### src/rtl/weight_loader.sv
// Host config stream to per-neuron weight memory write port.
// Optional running block checksum output: WEIGHT_LOADER_CKSUM_EN.
module weight_loader #(
  parameter int numNeurons   = 30,
  parameter int addressWidth = 10,
  parameter int dataWidth    = 16
) (
  input  logic                    clk,
  input  logic                    rst_n,
  input  logic                    s_valid,
  output logic                    s_ready,
  input  logic [31:0]             s_data,
  output logic [numNeurons-1:0]   wen,
  output logic [addressWidth-1:0] wadd,
  output logic [dataWidth-1:0]    win,
  output logic                    busy,
  output logic                    done,
  output logic                    err
`ifdef WEIGHT_LOADER_CKSUM_EN
  ,
  output logic [15:0]             cksum
`endif
);

  localparam int AW1 = addressWidth + 1;
  localparam logic [16:0] MaxN = 17'(1) << addressWidth;

  typedef enum logic [1:0] {
    IDLE,
    LOAD,
    DRAIN,
    DONE
  } state_t;

  state_t state, state_n;

  logic [15:0]    rem;
  logic [7:0]     nrn;
  logic [AW1-1:0] addr;

  logic        acc;
  logic [15:0] hdr_n;
  logic [7:0]  hdr_k;
  logic        k_ok;
  logic        n_fit;
  logic        n_nz;
  logic        hdr_bad;
  logic        last;

  assign acc     = s_valid & s_ready;
  assign hdr_n   = s_data[15:0];
  assign hdr_k   = s_data[23:16];
  assign k_ok    = int'({24'b0, hdr_k}) < numNeurons;
  assign n_fit   = {1'b0, hdr_n} <= MaxN;
  assign n_nz    = hdr_n != 16'd0;
  assign hdr_bad = n_nz & ~(k_ok & n_fit);
  assign last    = rem == 16'd1;
  assign busy    = state != IDLE;

  logic unused_bits;
  assign unused_bits = ^{s_data[31:24], addr[addressWidth]};

  always_comb begin
    state_n = state;
    case (state)
      IDLE: begin
        if (acc && n_nz)
          state_n = hdr_bad ? DRAIN : LOAD;
      end
      LOAD: begin
        if (acc && last)
          state_n = DONE;
      end
      DRAIN: begin
        if (acc && last)
          state_n = IDLE;
      end
      DONE: state_n = IDLE;
      default: state_n = IDLE;
    endcase
  end

  // s_ready comes from next state so it is low exactly while in DONE
  always_ff @(posedge clk or negedge rst_n) begin
    if (!rst_n) begin
      state   <= IDLE;
      s_ready <= 1'b1;
      wen     <= '0;
      wadd    <= '0;
      win     <= '0;
      done    <= 1'b0;
      err     <= 1'b0;
      rem     <= '0;
      nrn     <= '0;
      addr    <= '0;
    end else begin
      state   <= state_n;
      s_ready <= state_n != DONE;
      wen     <= '0;
      done    <= state == DONE;
      err     <= 1'b0;
      if (acc) begin
        case (state)
          IDLE: begin
            rem  <= hdr_n;
            nrn  <= hdr_k;
            addr <= '0;
            err  <= hdr_bad;
          end
          LOAD: begin
            wen  <= numNeurons'(1) << nrn;
            wadd <= addr[addressWidth-1:0];
            win  <= s_data[dataWidth-1:0];
            addr <= addr + AW1'(1);
            rem  <= rem - 16'd1;
          end
          DRAIN: rem <= rem - 16'd1;
          default: ;
        endcase
      end
    end
  end

`ifdef WEIGHT_LOADER_CKSUM_EN
  always_ff @(posedge clk or negedge rst_n) begin
    if (!rst_n)
      cksum <= '0;
    else if (acc && state == IDLE)
      cksum <= '0;
    else if (acc && state == LOAD)
      cksum <= cksum + 16'(s_data[dataWidth-1:0]);
  end
`endif

endmodule

### config.mk
export PLATFORM = sky130hd
export DESIGN_NAME = weight_loader
export DESIGN_NICKNAME = d
export VERILOG_FILES = /design/src/rtl/weight_loader.sv
export SDC_FILE = /design/constraint.sdc
export NUM_CORES = 1
export LEC_CHECK = 0
export ABC_AREA = 1
export BUFFER_PORTS_ARGS = -buffer_cell sky130_fd_sc_hd__buf_2
export CORE_AREA = 10 10 96 141
export DETAILED_ROUTE_END_ITERATION = 7
export DIE_AREA = 0 0 106 151
export SLEW_MARGIN = 0
export SYNTH_ARGS = -nofsm -noshare
export SYNTH_HDL_FRONTEND = slang
export SYNTH_SLANG_ARGS = --single-unit
### constraint.sdc
create_clock -name clk -period 2.5 [get_ports clk]
set_clock_uncertainty 0.15 [all_clocks]
set_input_delay 0.25 -clock clk [delete_from_list [all_inputs] [get_ports clk]]
set_output_delay 0.25 -clock clk [all_outputs]
set_load 0.03 [all_outputs]
==> reports/qor.log <==
qor: global_route.grt_max_degree 42
qor: logic_synthesis.synth-seq-area-share 55.0%
qor: sta.slew_headroom 64.4%
qor: routing.drtPass1Iterations 4
qor: clock_network.cts_resized 0
qor: global_route.grtUsageTotal 14.2%
qor: worst_setup_path.crit_path_end_kind flip-flop
qor: layout.final_cell_utilization_of_the_core 48.2%
qor: sta.final_hold_viol_count 0
qor: layout.area.sequential 2380 um2
qor: sta.grt_setup_unrepaired false
qor: sta.setup_slack 516 ps
qor: sta.timing.setup.tns 0 ps
qor: sta.fmax 504 MHz
qor: placement.port_buffers 86
qor: placement.rd_place_congestion 0.927
qor: routing.drc_errors 0
qor: clock_network.postCtsSetupRepairBufs 0
qor: sta.timing_worst_slew_pin_value 534 ps
qor: layout.antenna_cells_inserted 0
qor: global_route.grt_pass1_vias 3686
qor: clock_network.worst_setup_hold_path_clk_slew 70 ps
qor: logic_synthesis.synthesized_netlist_cell_count 520
qor: power_and_ir_drop.p_per_area 1170 nW/um2
qor: placement.detailedPlace.worstSlack 539 ps
qor: clock_network.cts-buffers-inserted 9
qor: layout.fillers 1103
qor: routing.routedWlPerCell 14.5 um
qor: floorplan.dieArea 16000 um2
qor: layout.area_delta_synth_final 22.0%
qor: floorplan.num_io_pins 95
qor: worst_setup_path.critPathRequiredTime 2580 ps
qor: worst_setup_path.crit_path_max_fanout 13
qor: routing.wirelength 11100 um
qor: logic_synthesis.mappedNetlistNets 562
qor: layout.final_cell_area 5270 um2
qor: clock_network.ctsHoldBuffers 3
qor: layout.layout_commonest_cell nand2_1
qor: power_and_ir_drop.p_leak 2.71 nW
qor: sta.period_minus_slack 1980 ps
qor: clock_network.clkLatencyLatePin 340 ps
qor: floorplan.die-width 106 um
qor: worst_setup_path.cp_data_arrival_time 2070 ps
qor: sta.timing_max_transition_violations_final 0
qor: logic_synthesis.synth.ff_latch_count 95
qor: routing.drt_iter0_drc 181
qor: placement.place.detailed.instances 746
qor: floorplan.fp.dieH 151 um
qor: layout.final_cell_mix nand2_1, dfrtp_1, nor2_1, buf_2, inv_1
qor: layout.number_of_nets_at_the_end_of_the_flow 655
qor: sta.setup_viol_count_final 0
qor: global_route.grt_first_pass_wirelength 18200 um
qor: placement.placed_area 4940 um2
qor: clock_network.ctsLongestPathBuffers 2
qor: global_route.initial_antenna_violation_count 0
qor: power_and_ir_drop.vdd_ir_drop_max 0.000443 V
qor: logic_synthesis.netlist-cell-type-count 38
qor: global_route.grt.overflow.total 0
qor: clock_network.cts_tree built
qor: clock_network.cts_sinks 95
qor: worst_setup_path.setup_cp_type reg2reg
qor: sta.min_period_over_period 79.4%
qor: floorplan.core_box_area 10900 um2
qor: min_path.hp-class in2reg
qor: logic_synthesis.avgSynthCellArea 8.31 um2
qor: routing.routed-via-count 3670
qor: layout.layout.cells.non_filler 765
qor: floorplan.initial_core_util 39.5%
qor: routing.antenna_left 0
qor: run.max_cap_violations 0
qor: layout.proportion_of_layout_cells_with_a_drive_suffix_above_1 20.2%
qor: floorplan.row_count 47
qor: worst_setup_path.worstSetupStartpointType flip-flop
qor: power_and_ir_drop.fin_total_pwr 6.15 mW
qor: layout.multi_input_comb_area 1610 um2
qor: logic_synthesis.mappedNetlistArea 4320 um2
qor: status.run_status finished clean
qor: sta.finalHoldWorstSlack 6.02 ps
qor: clock_network.root_buffer clkbuf_16
qor: logic_synthesis.yosysWarnings 0
qor: clock_network.cts_max_level 3
qor: routing.route.detailed.vias_per_inst 4.80
qor: placement.dp_hpwl 8680 um
==> cell usage after synthesis, drive strengths merged <==
library cell  instances  area share [%]
a21oi                12             1.5
a22o                  1            0.20
a22oi                 1            0.17
buf                   9             1.3
clkbuf                4            0.35
clkinv                2            0.17
dfrtp                94              54
dfstp                 1            0.61
ha                    7             2.0
inv                  67             5.8
nand2               123              11
nand3                23             2.8
nand3b                3            0.52
nand4                 3            0.43
nor2                 89             8.2
nor3                  9             1.4
o211ai                1            0.17
o21a                  1            0.17
o21ai                57             6.6
o21bai                1            0.17
o22ai                 6            0.87
o31ai                 1            0.17
o32ai                 1            0.20
or2                   2            0.35
xnor2                 1            0.20
xor2                  1            0.20
==> routing by layer <==
layer  up-vias  GRT usage (%)  routed length (um)
li1       1821              -                   -
met1      1730           16.2                4420
met2       100           24.1                5670
met3        19           3.87                 685
met4         0           6.73                 280
met5         -              0                   0
==> report_power, final <==
group	internal, mW	switching, mW
clock	0.806	0.577
combinational	0.736	1.74
sequential	1.98	0.303
==> kinds of logic after synthesis <==
logic type | share of synthesized area, %
simple gates | 24.7
flops | 55.0
compound gates | 10.2
buf+inv | 7.64
fa+ha+maj | 2.03
xor+xnor | 0.405
==> final cells by class <==
cell class              instances  share of cell area (%)
clock inverters                 6                    1.23
clock buffers                  10                    4.53
well taps                     147                    3.49
flip-flops and latches         95                    45.1
multi-input cells             343                    30.6
inverters                      69                    4.91
repair buffers                 95                    10.1
==> critical path, cell delays in order, from the launching register on <==
cell	delay [ps]
dfrtp_1	400
inv_1	80
ha_1	490
inv_1	290
o21ai_0	280
nand2_1	80
nand2_1	80
inv_1	40
==> flip-flops by register name (all words and copies together), names as in the netlist, 2 cells and up <==
| name | cells |
|---|---|
| wadd | 10 |
| rem | 16 |
| nrn | 8 |
| win | 16 |
| state | 2 |
| addr | 10 |
| wen | 30 |
==> path summary, 6_finish.rpt <==
kind / from / end / slack, ps / depth (start not counted)
max: state[0] / rem[7] / 520 / 7
min: s_data[2] / win[2] / 6 / 3
max reg2reg: state[0] / rem[7] / 520 / 7
min reg2reg: win[2] / win[2] / 330 / 2
max in group asynchronous: rst_n / s_ready / 1250 / 3
min in group asynchronous: rst_n / addr[3] / 290 / 2
Power figures use the tool's default switching activity.
